===== src/rtl/uart_tx.sv =====
// uart_tx: 8N1 UART transmitter with valid/ready input; define UART_TX_PARITY_EN to insert an even parity bit (8E1)
module uart_tx #(
  parameter int CLK_FREQUENCY  = 66_000_000,
  parameter int UART_FREQUENCY = 921_600
) (
  input  logic       clk,
  input  logic       rst,
  input  logic       valid,
  input  logic [7:0] data,
  output logic       ready,
  output logic       tx,
  output logic       busy
);
  localparam int TICKS_PER_BIT = CLK_FREQUENCY / UART_FREQUENCY;
  localparam logic [14:0] LAST_TICK = 15'(TICKS_PER_BIT - 1);
`ifdef UART_TX_PARITY_EN
  typedef enum logic [2:0] {IDLE, START, DATA, PARITY, STOP} state_t;
  localparam state_t AFTER_DATA = PARITY;
`else
  typedef enum logic [2:0] {IDLE, START, DATA, STOP} state_t;
  localparam state_t AFTER_DATA = STOP;
`endif
  state_t state_q, state_d;
  logic [14:0] tick_q, tick_d;
  logic [2:0] bit_q, bit_d;
  logic [7:0] sh_q, sh_d;
  logic tx_d, wrap, done, accept;
`ifdef UART_TX_PARITY_EN
  logic par_q, par_d;
`endif
  assign wrap   = tick_q == LAST_TICK;
  assign done   = bit_q == 3'd7;
  assign ready  = state_q == IDLE && !rst;
  assign busy   = !ready;
  assign accept = valid && ready;
  // next-state, counters, shift register and the line level for the current state
  always_comb begin
    state_d = state_q;
    tick_d  = wrap ? '0 : tick_q + 15'd1;
    bit_d   = bit_q;
    sh_d    = sh_q;
    tx_d    = 1'b1;
`ifdef UART_TX_PARITY_EN
    par_d   = par_q;
`endif
    case (state_q)
      IDLE: begin
        tick_d = '0;
        if (accept) begin
          state_d = START;
          sh_d    = data;
          bit_d   = '0;
`ifdef UART_TX_PARITY_EN
          par_d   = ^data;
`endif
        end
      end
      START: begin
        tx_d    = 1'b0;
        state_d = wrap ? DATA : START;
      end
      DATA: begin
        tx_d = sh_q[0];
        if (wrap) begin
          sh_d    = sh_q >> 1;
          bit_d   = done ? bit_q : bit_q + 3'd1;
          state_d = done ? AFTER_DATA : DATA;
        end
      end
`ifdef UART_TX_PARITY_EN
      PARITY: begin
        tx_d    = par_q;
        state_d = wrap ? STOP : PARITY;
      end
`endif
      STOP: state_d = wrap ? IDLE : STOP;
      default: begin
        state_d = IDLE;
        tick_d  = '0;
      end
    endcase
  end
  // state and datapath registers; tx lags the state by one cycle
  always_ff @(posedge clk) begin
    if (rst) begin
      state_q <= IDLE;
      tick_q  <= '0;
      bit_q   <= '0;
      sh_q    <= '0;
      tx      <= 1'b1;
`ifdef UART_TX_PARITY_EN
      par_q   <= 1'b0;
`endif
    end else begin
      state_q <= state_d;
      tick_q  <= tick_d;
      bit_q   <= bit_d;
      sh_q    <= sh_d;
      tx      <= tx_d;
`ifdef UART_TX_PARITY_EN
      par_q   <= par_d;
`endif
    end
  end
endmodule


===== config.mk =====
export PLATFORM = sky130hd
export DESIGN_NAME = uart_tx
export DESIGN_NICKNAME = d
export VERILOG_FILES = /design/src/rtl/uart_tx.sv
export SDC_FILE = /design/constraint.sdc
export NUM_CORES = 1
export LEC_CHECK = 0
export ABC_CLOCK_PERIOD_IN_PS = 2000
export BUFFER_PORTS_ARGS = -buffer_cell sky130_fd_sc_hd__buf_2
export CAP_MARGIN = 5
export CORE_ASPECT_RATIO = 1.75
export CORE_UTILIZATION = 49
export CTS_BUF_LIST = sky130_fd_sc_hd__clkbuf_8
export CTS_CLUSTER_SIZE = 25
export DETAILED_ROUTE_END_ITERATION = 8
export GPL_TIMING_DRIVEN = 0
export PLACE_DENSITY = 0.68
export SYNTH_ARGS = -nofsm -noshare
export SYNTH_HDL_FRONTEND = slang
export SYNTH_SLANG_ARGS = --single-unit

===== constraint.sdc =====
create_clock -name clk -period 2 [get_ports clk]
set_input_delay 0.4 -clock clk [delete_from_list [all_inputs] [get_ports clk]]
set_output_delay 0.4 -clock clk [all_outputs]
set_load 0.05 [all_outputs]

# Yosys cells after proc, flatten, opt, wreduce, memory -nomap -nowiden
# Index checks and enable logic that the tools add are counted.
# W data, S select, Z words.
# word_totals
ff_bits	30
inputBits	11
out_inout_bits	3
elab_cells	41
# classes
addsub	2
n_eq_ne	8
mux	14
n_bitwise	1
reduce_logical	11
# op_table
operator	count
$mux W8	2
$pmux W8 S2	1
$add A15 B1 Y15 const B	1
$eq A15 B7 Y1 const B	1
$mux W3	5
$pmux W3 S4	1
$eq A3 B2 Y1 const B	2
$ne A2 B2 Y1 const B	3
$pmux W3 S2	1
$reduce_or A3 Y1	2
$mux W2	2
$reduce_and A4 Y1	1
$add A3 B1 Y3 const B	1
$eq A3 B1 Y1 const B	1
$eq A3 B3 Y1 const B	1
$logic_not A3 Y1	1
$reduce_and A3 Y1	1
$logic_and A1 B1 Y1	2
$logic_not A1 Y1	2
$pmux W1 S2	1
$reduce_and A2 Y1	1
$reduce_bool A2 Y1	1
$mux W1	1
$not A1 Y1	1

# Depth between registers and ports, before layout
# depth
ltp_word	5
ltp_mapped	8
ltp_nobuf	6

# Worst setup path after synthesis
# No wires, ideal clock.
# synth_timing
kind	in2out
startpoint	in rst
endpoint	out busy
t_arrival_ps	2271
t_required_ps	1600
path_slack_ps	-671
path_stages	3
path_buffers	1
path_cell_list	clkbuf_1 > nor3_1 > inv_1
# synth_via
elab_chain_cells	3
# synth_rtl
element	line_no	source
start, declared	7	input logic rst,
$logic_not A1 Y1	33	assign ready = state_q == IDLE && !rst;
$logic_and A1 B1 Y1	33	
net ready	10	output logic ready,
$logic_not A1 Y1	34	assign busy = !ready;
end, declared	12	output logic busy
# The timed path passes the listed nets, and every way through them passes these cells.

# Worst setup path in the final report
# layout_timing
startpoint	in rst
endpoint	out busy
# layout_via
elab_chain_cells	3
# layout_rtl
element	line_no
$logic_not A1 Y1	33
$logic_and A1 B1 Y1	33
$logic_not A1 Y1	34
# Every way passes these cells.

==> results.json <==
{
  "status": "complete, no violations",
  "clock_latency_ns": 0.29,
  "vias": 1095,
  "crit_type": "primary input to primary output",
  "ctsHoldBuffers": 0,
  "die_w_um": 42.1,
  "cts.sink_count": 29,
  "ys_seq_area_share_pct": 42.1,
  "clkTransAtPathRegs_ns": 0.06,
  "timing.fmax_mhz": 572,
  "ios": 14,
  "max-clock-path-buffers": 2,
  "timing.critical_path.required_ns": 1.60,
  "grt_pass1_wl_um": 4610,
  "dpl.hpwl_um": 2080,
  "vias_per_cell": 5.62,
  "intPower_uw": 862,
  "htreeDepth": 2,
  "power.leakage_nw": 0.669,
  "rsz0062_at_grt": "no",
  "fp.coreArea_um2": 2690,
  "crit_fanout": 10,
  "tns_ns": 0,
  "synth_area_um2": 1380,
  "slew_violations": 0,
  "layout.cells.most_common_list": "32 x nor2_1, 29 x dfxtp_1, 17 x buf_2",
  "initial_core_util_pct": 51.3,
  "routed_wl_um": 2760,
  "reg2reg_depth": 8,
  "syn_area_per_cell_um2": 9.39,
  "final_common_cell": "nor2_1",
  "cap_violations": 0,
  "gr-total-overflow": 0,
  "p_per_area_nw_per_um2": 719,
  "cts_root_buf": "clkbuf_8",
  "first_iter_violations": 22,
  "setup_viol": 0,
  "p_sw_uw": 270,
  "period_minus_slack_ns": 1.75,
  "finalHoldViolCount": 0,
  "track_usage_pct": 20.8,
  "hold_path.class": "primary input to flop",
  "dp.cells": 187,
  "grt_pass1_vias": 1054,
  "numCtsBuffers": 5,
  "skew_ns": 0.00602,
  "seqPwrFrac_pct": 52.9,
  "vdd_drop_max_mv": 0.490,
  "worstMarginPinSlew_ns": 0.499,
  "combPwrFrac_pct": 8.1,
  "syn-num-nets": 162,
  "yosysWarnings": 0,
  "first_pass_iters": 4,
  "drive_gt1_share_pct": 23.8,
  "hold_depth": 3,
  "syn_inst": 147,
  "maxSlewHeadroom_pct": 66.7,
  "io_buffers": 13,
  "fin_cells": 195,
  "ys.flop_type": "dfxtp_1",
  "synth_cell_types": 33,
  "antenna_found_initial": 0,
  "netSwitchingFraction_pct": 23.9,
  "ys_ff_latch": 29,
  "ant_nets": 0,
  "synth_edf_count": 0,
  "cts_tree": "done",
  "final_core_util_pct": 58.6,
  "async_flop_share_pct": 0,
  "fin_crit_sh_pct": 87.3,
  "clkPwrFrac_pct": 39.0,
  "arrival_ns": 1.35,
  "avgRoutedWirePerCell_um": 14.1,
  "fillers": 254,
  "endpoint_kind": "primary output",
  "nets": 182,
  "drc": 0,
  "die_h_um": 72.2,
  "place.gp.congestion": 0.780,
  "rows": 25,
  "grt_max_degree": 11,
  "start_kind": "primary input",
  "die_area_um2": 3040,
  "area_growth_pct": 14.2,
  "antenna_cells": 0
}
## per-layer routing
metal,vias to the layer above,GRT usage (%),part of all wire [%]
met5,-,0,0
met2,21,39.4,56
met4,0,11.8,2.7
met3,7,6.97,3.8
li1,556,-,-
met1,511,18.4,38
## what timing repair did
item	in CTS	in global routing
resized for setup	0	1
setup endpoints to repair	0	3
buffers inserted	0	0
hold endpoints to repair	0	0
## final timing paths
path / from / end / slack, ns
setup / recovery: rst / busy / 0.25
setup reg to reg: tick_q[0] / tick_q[3] / 0.26
hold / removal: rst / tx / 0.44
hold reg to reg: bit_q[2] / bit_q[2] / 0.46
## flip-flops by register name, summed over array words and instances, names as in the netlist
register  cells
tick_q       15
state_q       2
bit_q         3
sh_q          8
tx            1
## power by group through the flow
stage,Sequential (mW),Combinational [mW],Clock [mW]
after floorplan,0.614,0.0627,0
after global placement,0.612,0.0887,0
after detailed placement,0.613,0.0915,0
after CTS,0.600,0.0924,0.463
after global routing,0.600,0.100,0.482
final,0.600,0.0914,0.442
## cells in the mapped netlist (2+ instances only)
cell type	instances	area share, %
and4_1	4	2.5
ha_1	4	3.6
xnor2_1	4	2.5
dfxtp_1	29	42
nand2_1	7	1.9
buf_6	2	1.6
clkbuf_1	2	0.54
and2_1	2	0.91
mux2_2	3	2.4
o221a_2	7	5.7
nor3_1	2	0.73
mux2i_1	2	1.5
xor2_1	9	5.7
nor2b_1	5	2.3
nand4_1	7	3.2
inv_1	4	1.1
nand3_1	4	1.5
nor2_1	32	8.7
buf_2	4	1.5
## metrics by stage
step	hold WS [ns]	setup WS (ns)	total power [mW]	area, um^2
5_1_grt	0.465	0.0685	1.18	1580
2_1_floorplan	0.437	0.173	0.677	1390
3_3_place_gp	0.451	0.177	0.701	1490
6_report	0.445	0.253	1.13	1580
4_1_cts	0.432	0.0860	1.16	1570
3_5_place_dp	0.459	0.119	0.704	1490
## worst max-delay path: stages
cell	delay, ns
buf_2	0.15
clkbuf_1	0.42
nor3_4	0.05
inv_1	0.07
buf_2	0.25
## layout make-up
| type | instances | area [um^2] | share of cell area (%) |
|---|---|---|---|
| clock inverter | 3 | 11.3 | 0.714 |
| buffer | 8 | 50.0 | 3.17 |
| timing repair buffer | 13 | 65.1 | 4.13 |
| tap | 27 | 33.8 | 2.14 |
| clock buffer | 5 | 68.8 | 4.37 |
| multi-input combinational | 106 | 752 | 47.7 |
| inverter | 4 | 15.0 | 0.952 |
| sequential | 29 | 581 | 36.8 |
## logic make-up after synthesis
logic type | synth area share (%)
mux | 3.90
fa+ha+maj | 3.63
buf+inv | 4.71
simple gates | 29.8
flops | 42.1
compound gates | 7.62
xor+xnor | 8.25
Note: power is estimated with default switching activity, not from simulation.
